File: src/rtl/four_12_12_st2_bias_ctrl_if.sv
// Signal bundle for the stage-2 bias controller: host writes, sweep control,
// the returned bias stream and the bias memory port.
interface four_12_12_st2_bias_ctrl_if #(
   parameter int DATA_W = 32,
   parameter int ADDR_W = 2
);
   // Host write request
   logic              wr_valid;
   logic [ADDR_W-1:0] wr_addr;
   logic [DATA_W-1:0] wr_data;
   logic              wr_ready;
   // Sweep control
   logic              sweep_start;
   logic              sweep_busy;
   logic              sweep_done;
   // Bias output stream
   logic              bias_valid;
   logic              bias_ready;
   logic [DATA_W-1:0] bias_data;
   logic [ADDR_W-1:0] bias_index;
   logic              bias_last;
   // Bias memory port (synchronous read, data one cycle after mem_rd_en)
   logic [ADDR_W-1:0] mem_addr;
   logic              mem_wr_en;
   logic              mem_rd_en;
   logic [DATA_W-1:0] mem_wr_data;
   logic [DATA_W-1:0] mem_rd_data;

   // Handshakes: a write (wr_valid/wr_ready) or a beat (bias_valid/bias_ready)
   // transfers in exactly the cycles where both are 1; the sender never makes
   // valid depend on ready, and holds the payload stable while valid=1 and
   // ready=0.

   // Controller side
   modport slave (
      input  wr_valid, wr_addr, wr_data, sweep_start, bias_ready, mem_rd_data,
      output wr_ready, sweep_busy, sweep_done, bias_valid, bias_data,
             bias_index, bias_last, mem_addr, mem_wr_en, mem_rd_en, mem_wr_data
   );

   // Host / pipeline / memory side
   modport master (
      output wr_valid, wr_addr, wr_data, sweep_start, bias_ready, mem_rd_data,
      input  wr_ready, sweep_busy, sweep_done, bias_valid, bias_data,
             bias_index, bias_last, mem_addr, mem_wr_en, mem_rd_en, mem_wr_data
   );
endinterface

File: src/rtl/four_12_12_st2_bias_ctrl.sv
// Stage-2 bias memory controller: arbitrates host writes against full read
// sweeps and streams the swept biases in index order through a 2-entry FIFO.
module four_12_12_st2_bias_ctrl #(
   parameter int DATA_W       = 32,
   parameter int DEPTH        = 4,
   parameter int ADDR_W       = 2,
   parameter int MAX_WR_BURST = 4
) (
   input  logic                      clk,
   input  logic                      reset,
   four_12_12_st2_bias_ctrl_if.slave bus_if,
   output logic [1:0]                state_o
);
   localparam int BURST_W = $clog2(MAX_WR_BURST + 1);

   localparam logic [1:0] ST_IDLE  = 2'd0;
   localparam logic [1:0] ST_SWEEP = 2'd1;
   localparam logic [1:0] ST_DRAIN = 2'd2;

   logic [1:0]         state_q, state_d;
   logic               pending_q, pending_d;
   logic [BURST_W-1:0] burst_cnt_q, burst_cnt_d;
   logic [ADDR_W-1:0]  rd_ptr_q, rd_ptr_d;
   logic               in_flight_q;
   logic [ADDR_W-1:0]  in_flight_idx_q;
   logic               done_q, done_d;

   // Output FIFO: slot 0 is always the head
   logic [1:0]         fifo_cnt_q, fifo_cnt_d;
   logic [DATA_W-1:0]  s0_data_q, s0_data_d, s1_data_q, s1_data_d;
   logic [ADDR_W-1:0]  s0_idx_q, s0_idx_d, s1_idx_q, s1_idx_d;

   logic               is_idle, burst_full, wr_ready, wr_acc, sweep_go;
   logic               pop, push, rd_issue, last_pop;
   logic [2:0]         occ;

   assign is_idle    = (state_q == ST_IDLE);
   assign burst_full = pending_q && (burst_cnt_q == BURST_W'(MAX_WR_BURST));
   // Held low while reset is asserted so every output reads 0 in reset
   assign wr_ready   = reset && is_idle && !burst_full;
   assign wr_acc     = bus_if.wr_valid && wr_ready;
   // A sweep starts from IDLE only in a cycle with no accepted write
   assign sweep_go   = is_idle && (pending_q || bus_if.sweep_start) && !wr_acc;

   assign pop      = (fifo_cnt_q != 2'd0) && bus_if.bias_ready;
   assign push     = in_flight_q;
   assign last_pop = pop && (s0_idx_q == ADDR_W'(DEPTH - 1));

   // Credit: FIFO entries plus outstanding read, less this cycle's pop, must
   // stay below the 2-entry FIFO capacity for a new read to be issued.
   assign occ      = {1'b0, fifo_cnt_q} + {2'b00, in_flight_q};
   assign rd_issue = (state_q == ST_SWEEP) && (occ < (3'd2 + {2'b00, pop}));

   // Control next-state: FSM, pending sweep, write burst count, read pointer
   always_comb begin
      state_d     = state_q;
      pending_d   = (pending_q || bus_if.sweep_start) && !sweep_go;
      burst_cnt_d = burst_cnt_q;
      rd_ptr_d    = rd_ptr_q;
      done_d      = (state_q == ST_DRAIN) && last_pop;

      case (state_q)
         ST_IDLE:  if (sweep_go) state_d = ST_SWEEP;
         ST_SWEEP: if (rd_issue && (rd_ptr_q == ADDR_W'(DEPTH - 1))) state_d = ST_DRAIN;
         ST_DRAIN: if (last_pop) state_d = ST_IDLE;
         default:  state_d = ST_IDLE;
      endcase

      if (sweep_go) begin
         burst_cnt_d = '0;
         rd_ptr_d    = '0;
      end else begin
         if (wr_acc && pending_q && !burst_full) burst_cnt_d = burst_cnt_q + BURST_W'(1);
         if (rd_issue) rd_ptr_d = rd_ptr_q + ADDR_W'(1);
      end
   end

   // FIFO next-state: capture returning read data, shift on pop
   always_comb begin
      fifo_cnt_d = fifo_cnt_q;
      s0_data_d  = s0_data_q;
      s0_idx_d   = s0_idx_q;
      s1_data_d  = s1_data_q;
      s1_idx_d   = s1_idx_q;
      case ({push, pop})
         2'b10: begin
            if (fifo_cnt_q == 2'd0) begin
               s0_data_d = bus_if.mem_rd_data;
               s0_idx_d  = in_flight_idx_q;
            end else begin
               s1_data_d = bus_if.mem_rd_data;
               s1_idx_d  = in_flight_idx_q;
            end
            fifo_cnt_d = fifo_cnt_q + 2'd1;
         end
         2'b01: begin
            s0_data_d  = s1_data_q;
            s0_idx_d   = s1_idx_q;
            fifo_cnt_d = fifo_cnt_q - 2'd1;
         end
         2'b11: begin
            if (fifo_cnt_q == 2'd1) begin
               s0_data_d = bus_if.mem_rd_data;
               s0_idx_d  = in_flight_idx_q;
            end else begin
               s0_data_d = s1_data_q;
               s0_idx_d  = s1_idx_q;
               s1_data_d = bus_if.mem_rd_data;
               s1_idx_d  = in_flight_idx_q;
            end
         end
         default: ;
      endcase
   end

   // Control registers
   always_ff @(posedge clk or negedge reset) begin
      if (!reset) begin
         state_q         <= ST_IDLE;
         pending_q       <= 1'b0;
         burst_cnt_q     <= '0;
         rd_ptr_q        <= '0;
         in_flight_q     <= 1'b0;
         in_flight_idx_q <= '0;
         done_q          <= 1'b0;
      end else begin
         state_q     <= state_d;
         pending_q   <= pending_d;
         burst_cnt_q <= burst_cnt_d;
         rd_ptr_q    <= rd_ptr_d;
         in_flight_q <= rd_issue;
         if (rd_issue) in_flight_idx_q <= rd_ptr_q;
         done_q      <= done_d;
      end
   end

   // FIFO registers; reset discards any buffered beats
   always_ff @(posedge clk or negedge reset) begin
      if (!reset) begin
         fifo_cnt_q <= 2'd0;
         s0_data_q  <= '0;
         s0_idx_q   <= '0;
         s1_data_q  <= '0;
         s1_idx_q   <= '0;
      end else begin
         fifo_cnt_q <= fifo_cnt_d;
         s0_data_q  <= s0_data_d;
         s0_idx_q   <= s0_idx_d;
         s1_data_q  <= s1_data_d;
         s1_idx_q   <= s1_idx_d;
      end
   end

   assign bus_if.wr_ready    = wr_ready;
   assign bus_if.sweep_busy  = pending_q || !is_idle;
   assign bus_if.sweep_done  = done_q;
   assign bus_if.bias_valid  = (fifo_cnt_q != 2'd0);
   assign bus_if.bias_data   = (fifo_cnt_q != 2'd0) ? s0_data_q : '0;
   assign bus_if.bias_index  = (fifo_cnt_q != 2'd0) ? s0_idx_q : '0;
   assign bus_if.bias_last   = (fifo_cnt_q != 2'd0) && (s0_idx_q == ADDR_W'(DEPTH - 1));
   assign bus_if.mem_wr_en   = wr_acc;
   assign bus_if.mem_rd_en   = rd_issue;
   assign bus_if.mem_wr_data = wr_acc ? bus_if.wr_data : '0;
   assign bus_if.mem_addr    = wr_acc ? bus_if.wr_addr : (rd_issue ? rd_ptr_q : '0);
   assign state_o            = state_q;
endmodule

File: src/flat_wrapper.sv
// flat-port wrapper written by rule: the top's interface ports become plain ports
module four_12_12_st2_bias_ctrl_flat 
#(
   parameter int DATA_W       = 32,
   parameter int DEPTH        = 4,
   parameter int ADDR_W       = 2,
   parameter int MAX_WR_BURST = 4
)
  (clk, reset, state_o, bus_if_wr_valid, bus_if_wr_addr, bus_if_wr_data, bus_if_sweep_start, bus_if_bias_ready, bus_if_mem_rd_data, bus_if_wr_ready, bus_if_sweep_busy, bus_if_sweep_done, bus_if_bias_valid, bus_if_bias_data, bus_if_bias_index, bus_if_bias_last, bus_if_mem_addr, bus_if_mem_wr_en, bus_if_mem_rd_en, bus_if_mem_wr_data);
  four_12_12_st2_bias_ctrl_if #(.DATA_W(DATA_W), .ADDR_W(ADDR_W)) bus_if_i ();
  input  logic clk;
  input  logic reset;
  output logic [1:0] state_o;
  input wire logic [$bits(bus_if_i.wr_valid)-1:0] bus_if_wr_valid;
  input wire logic [$bits(bus_if_i.wr_addr)-1:0] bus_if_wr_addr;
  input wire logic [$bits(bus_if_i.wr_data)-1:0] bus_if_wr_data;
  input wire logic [$bits(bus_if_i.sweep_start)-1:0] bus_if_sweep_start;
  input wire logic [$bits(bus_if_i.bias_ready)-1:0] bus_if_bias_ready;
  input wire logic [$bits(bus_if_i.mem_rd_data)-1:0] bus_if_mem_rd_data;
  output wire logic [$bits(bus_if_i.wr_ready)-1:0] bus_if_wr_ready;
  output wire logic [$bits(bus_if_i.sweep_busy)-1:0] bus_if_sweep_busy;
  output wire logic [$bits(bus_if_i.sweep_done)-1:0] bus_if_sweep_done;
  output wire logic [$bits(bus_if_i.bias_valid)-1:0] bus_if_bias_valid;
  output wire logic [$bits(bus_if_i.bias_data)-1:0] bus_if_bias_data;
  output wire logic [$bits(bus_if_i.bias_index)-1:0] bus_if_bias_index;
  output wire logic [$bits(bus_if_i.bias_last)-1:0] bus_if_bias_last;
  output wire logic [$bits(bus_if_i.mem_addr)-1:0] bus_if_mem_addr;
  output wire logic [$bits(bus_if_i.mem_wr_en)-1:0] bus_if_mem_wr_en;
  output wire logic [$bits(bus_if_i.mem_rd_en)-1:0] bus_if_mem_rd_en;
  output wire logic [$bits(bus_if_i.mem_wr_data)-1:0] bus_if_mem_wr_data;
  assign bus_if_i.wr_valid = bus_if_wr_valid;
  assign bus_if_i.wr_addr = bus_if_wr_addr;
  assign bus_if_i.wr_data = bus_if_wr_data;
  assign bus_if_i.sweep_start = bus_if_sweep_start;
  assign bus_if_i.bias_ready = bus_if_bias_ready;
  assign bus_if_i.mem_rd_data = bus_if_mem_rd_data;
  assign bus_if_wr_ready = bus_if_i.wr_ready;
  assign bus_if_sweep_busy = bus_if_i.sweep_busy;
  assign bus_if_sweep_done = bus_if_i.sweep_done;
  assign bus_if_bias_valid = bus_if_i.bias_valid;
  assign bus_if_bias_data = bus_if_i.bias_data;
  assign bus_if_bias_index = bus_if_i.bias_index;
  assign bus_if_bias_last = bus_if_i.bias_last;
  assign bus_if_mem_addr = bus_if_i.mem_addr;
  assign bus_if_mem_wr_en = bus_if_i.mem_wr_en;
  assign bus_if_mem_rd_en = bus_if_i.mem_rd_en;
  assign bus_if_mem_wr_data = bus_if_i.mem_wr_data;
  four_12_12_st2_bias_ctrl #(.DATA_W(DATA_W), .DEPTH(DEPTH), .ADDR_W(ADDR_W), .MAX_WR_BURST(MAX_WR_BURST)) u_core (.clk(clk), .reset(reset), .bus_if(bus_if_i), .state_o(state_o));
endmodule
File: config.mk
export PLATFORM = sky130hd
export DESIGN_NAME = four_12_12_st2_bias_ctrl_flat
export DESIGN_NICKNAME = d
export VERILOG_FILES = /design/src/rtl/four_12_12_st2_bias_ctrl_if.sv /design/src/rtl/four_12_12_st2_bias_ctrl.sv /design/src/flat_wrapper.sv
export SDC_FILE = /design/constraint.sdc
export NUM_CORES = 1
export LEC_CHECK = 0
export ABC_AREA = 1
export CORE_MARGIN = 3
export CORE_UTILIZATION = 46
export CTS_CLUSTER_DIAMETER = 120
export DETAILED_ROUTE_END_ITERATION = 10
export HOLD_SLACK_MARGIN = 0.1
export PLACE_DENSITY = 0.81
export SYNTH_ARGS = -nofsm -noshare
export SYNTH_HDL_FRONTEND = slang
export SYNTH_SLANG_ARGS = --single-unit
File: constraint.sdc
create_clock -name clk -period 2.8 [get_ports clk]
set_clock_uncertainty 0.2 [all_clocks]
set_input_delay 0.56 -clock clk [delete_from_list [all_inputs] [get_ports clk]]
set_output_delay 0.56 -clock clk [all_outputs]
set_load 0.005 [all_outputs]
==> impl_metrics.yaml <==
grt:
  grt_max_degree: 51
  overflow: 0
  grt_pass1_vias: 4369
  grt_usage: 0.2384
  grt_pass1_wl_um: 21140
  antenna_found_initial: 0
timing:
  worst_pin_slew_ns: 0.6443
  finalCriticalPeriod_ns: 2.753
  setup_tns_ns: 0
  whs_ns: 0.1523
  maxSlewViolCount: 0
  hold_viol: 0
  finalSetupViolations: 0
  rsz0062_at_grt: "yes"
  min_period_over_period: 0.9831
  max_freq_ghz: 0.3633
  slew_headroom: 0.5698
  fin_ws_ns: 0.04740
route:
  vias_per_cell: 4.769
  num_vias: 4354
  dr_wl_met2_um: 6752
  routed.top_layer: "met4"
  wl_um: 13310
  wl_met1_um: 5606
  drc: 0
  wl_met3_um: 636
  drtPass1Iterations: 5
  wl_per_cell_um: 14.58
  dr.first_iter.drc_count: 239
  final_antenna_net_count: 0
synth:
  ys_warn_count: 0
  synth_area_per_cell_um2: 7.247
  netlist.area_leader.share: 0.4680
  synthCells: 605
  synth_area_leaders: "dfrtp_1 47%, nand2_1 14%, inv_1 13%"
  synth_edf_count: 0
  syn_area_um2: 4384
  synth_ff_type: "dfrtp_1"
  synthArstFlopShare: 1.000
  ys_types: 26
  synth-seq-cells: 82
  yosysTopAreaCell: "dfrtp_1"
  ys_seq_area_frac: 0.4680
  syn_nets: 686
clock_network:
  numCtsBuffers: 9
  clock_latency_ns: 0.34
  ctsRootBufferMaster: "clkbuf_8"
  htreeDepth: 3
  clk_path_buf_depth: 2
  cts.sinks: 82
  cts.clk_slew.worst_paths_ns: 0.09
  cts_tree: "yes"
critical_path:
  required_ns: 2.04
  regToRegEndpoint: "u_core.rd_ptr_q[0]"
  crit_path_end: "bus_if_bias_last"
  reg2reg_slack_ns: 0.08
  worstSetupPathDepth: 6
  worstReg2RegStart: "u_core.fifo_cnt_q[1]"
  slowest_stage: "clkdlybuf4s50_1"
  cp_cell_sequence: "inv_1 -> ha_4 -> buf_12 -> nor3_4 -> buf_4 -> clkdlybuf4s50_1"
  critical_path_arrival_ns: 1.99
  cp-start-kind: "flop"
  critPathLaunch: "u_core.fifo_cnt_q[1]"
  ff2ff_path_depth: 18
  path_delay_family: "buffers and inverters"
  crit_type: "reg -> out"
  cp-end-kind: "output port"
  path_buf_inv: 4
  crit_fanout: 25
  crit_path_max_incr_delay_ns: 0.50
pwr:
  intPower_mw: 4.153
  power.share.switching: 0.4028
  switchingPower_mw: 2.801
  seq_power_share: 0.295
  power_frac_clock: 0.140
  power_leakage_nw: 3.851
  ir_drop_uv: 891.7
  combPwrFrac: 0.565
  powerDensity_nw_per_um2: 1052
layout:
  layout-drive-gt1-share: 0.1042
  nets: 863
  antennaDiodeCount: 0
  synthToLayoutAreaGrowth_pct: 50.71
  fillers: 668
  final_common_cell: "nand2_1"
  most-common-layout-cells: "160 x nand2_1, 153 x inv_1, 110 x clkdlybuf4s50_1"
  design_area_um2: 6608
placed_design:
  dp.final_hpwl_um: 8746
  io_buffers: 147
  pre_cts_ws_ns: -0.08834
  place.gp.congestion: 0.8640
  place_area_um2: 6058
floorplanning:
  die_x_um: 103.6
  die_y_um: 103.6
  coreArea_um2: 8976
  ios: 148
  die-area_um2: 10740
  fp-row-count: 34
  start_util: 0.4884
hold_path:
  min_path_type: "in -> async"
status:
  status: "finished clean"
job:
  drv_cap: 0
metal layers:
metal  GRT usage  vias up
met3     0.03669       28
met2      0.4126      143
met4     0.09022        0
li1            -     2135
met1      0.3018     2048
met5           0        -
per-stage QoR:
stage                     std cells    util  total power [mW]
after floorplan                 605       -             4.087
after global placement          871  0.6749             5.410
after detailed placement        871  0.6749             5.579
after CTS                       904  0.7183             6.780
after global routing            913  0.7361             7.494
final                           913  0.7361             6.954
area by class of cell:
type / count / area, um^2 / share of cell area
multi-input cells: 341 / 1672 / 0.2530
inverters: 156 / 588.1 / 0.08900
clock inverters: 4 / 73.82 / 0.01117
repair buffers: 192 / 1908 / 0.2888
clock buffers: 12 / 155.1 / 0.02348
flip-flops and latches: 82 / 2053 / 0.3107
well taps: 126 / 157.7 / 0.02386
registers in the layout, summed over array words and instances (netlist names):
| name | count |
|---|---|
| u_core.state_o | 2 |
| u_core.in_flight_idx_q | 2 |
| u_core.bus_if.sweep_done | 1 |
| u_core.rd_ptr_q | 2 |
| u_core.s0_data_q | 32 |
| u_core.s1_idx_q | 2 |
| u_core.in_flight_q | 1 |
| u_core.s1_data_q | 32 |
| u_core.s0_idx_q | 2 |
| u_core.fifo_cnt_q | 2 |
| u_core.burst_cnt_q | 3 |
| u_core.pending_q | 1 |
cell families after synthesis:
logic type | Yosys count | synth area share
adder cells (fa/ha/maj) | 10 | 0.02854
XOR/XNOR | 3 | 0.005994
buffers and inverters | 182 | 0.1689
AND/OR/NAND/NOR | 250 | 0.2215
AO/OA/AOI/OAI | 78 | 0.1070
flip-flops | 82 | 0.4680
how the worst min path moves through the flow:
stage               start                     to  slack (ns)  depth (start not counted)
floorplan           reset  u_core.burst_cnt_q[0]        0.06                          0
global placement    reset       u_core.pending_q        0.18                          1
detailed placement  reset       u_core.pending_q        0.18                          1
CTS                 reset   u_core.s0_data_q[16]        0.16                          2
global route        reset   u_core.s0_data_q[14]        0.18                          2
finish              reset    u_core.s0_data_q[7]        0.15                          2
cell usage after synthesis (2+ instances only):
cell type,n
nand2_1,160
inv_1,154
dfrtp_1,82
nor2_1,74
o22ai_1,34
o21ai_1,22
buf_2,14
o21ai_0,14
ha_1,10
nand3_1,9
o21ai_2,5
buf_4,4
clkbuf_1,4
buf_6,3
nand2_2,3
nor3_1,2
xnor2_1,2
timing repair:
| item | in CTS | in global routing |
|---|---|---|
| endpoints found under the hold margin | 1 | 0 |
| setup buffers | 15 | 9 |
| gates resized for setup | 30 | 26 |
| endpoints found under the setup margin | 47 | 20 |
| gates cloned | 1 | 0 |
| hold buffers | 1 | 0 |
| pin swaps | 0 | 0 |
power groups by stage:
stage	clock network, mW	registers, mW	logic, mW
2_1_floorplan	0	1.99	2.10
3_3_place_gp	0	2.04	3.37
3_5_place_dp	0	2.07	3.51
4_1_cts	0.982	2.04	3.76
5_1_grt	1.03	2.12	4.35
6_report	0.972	2.05	3.93
No activity file was read; power rests on OpenSTA's default activity.
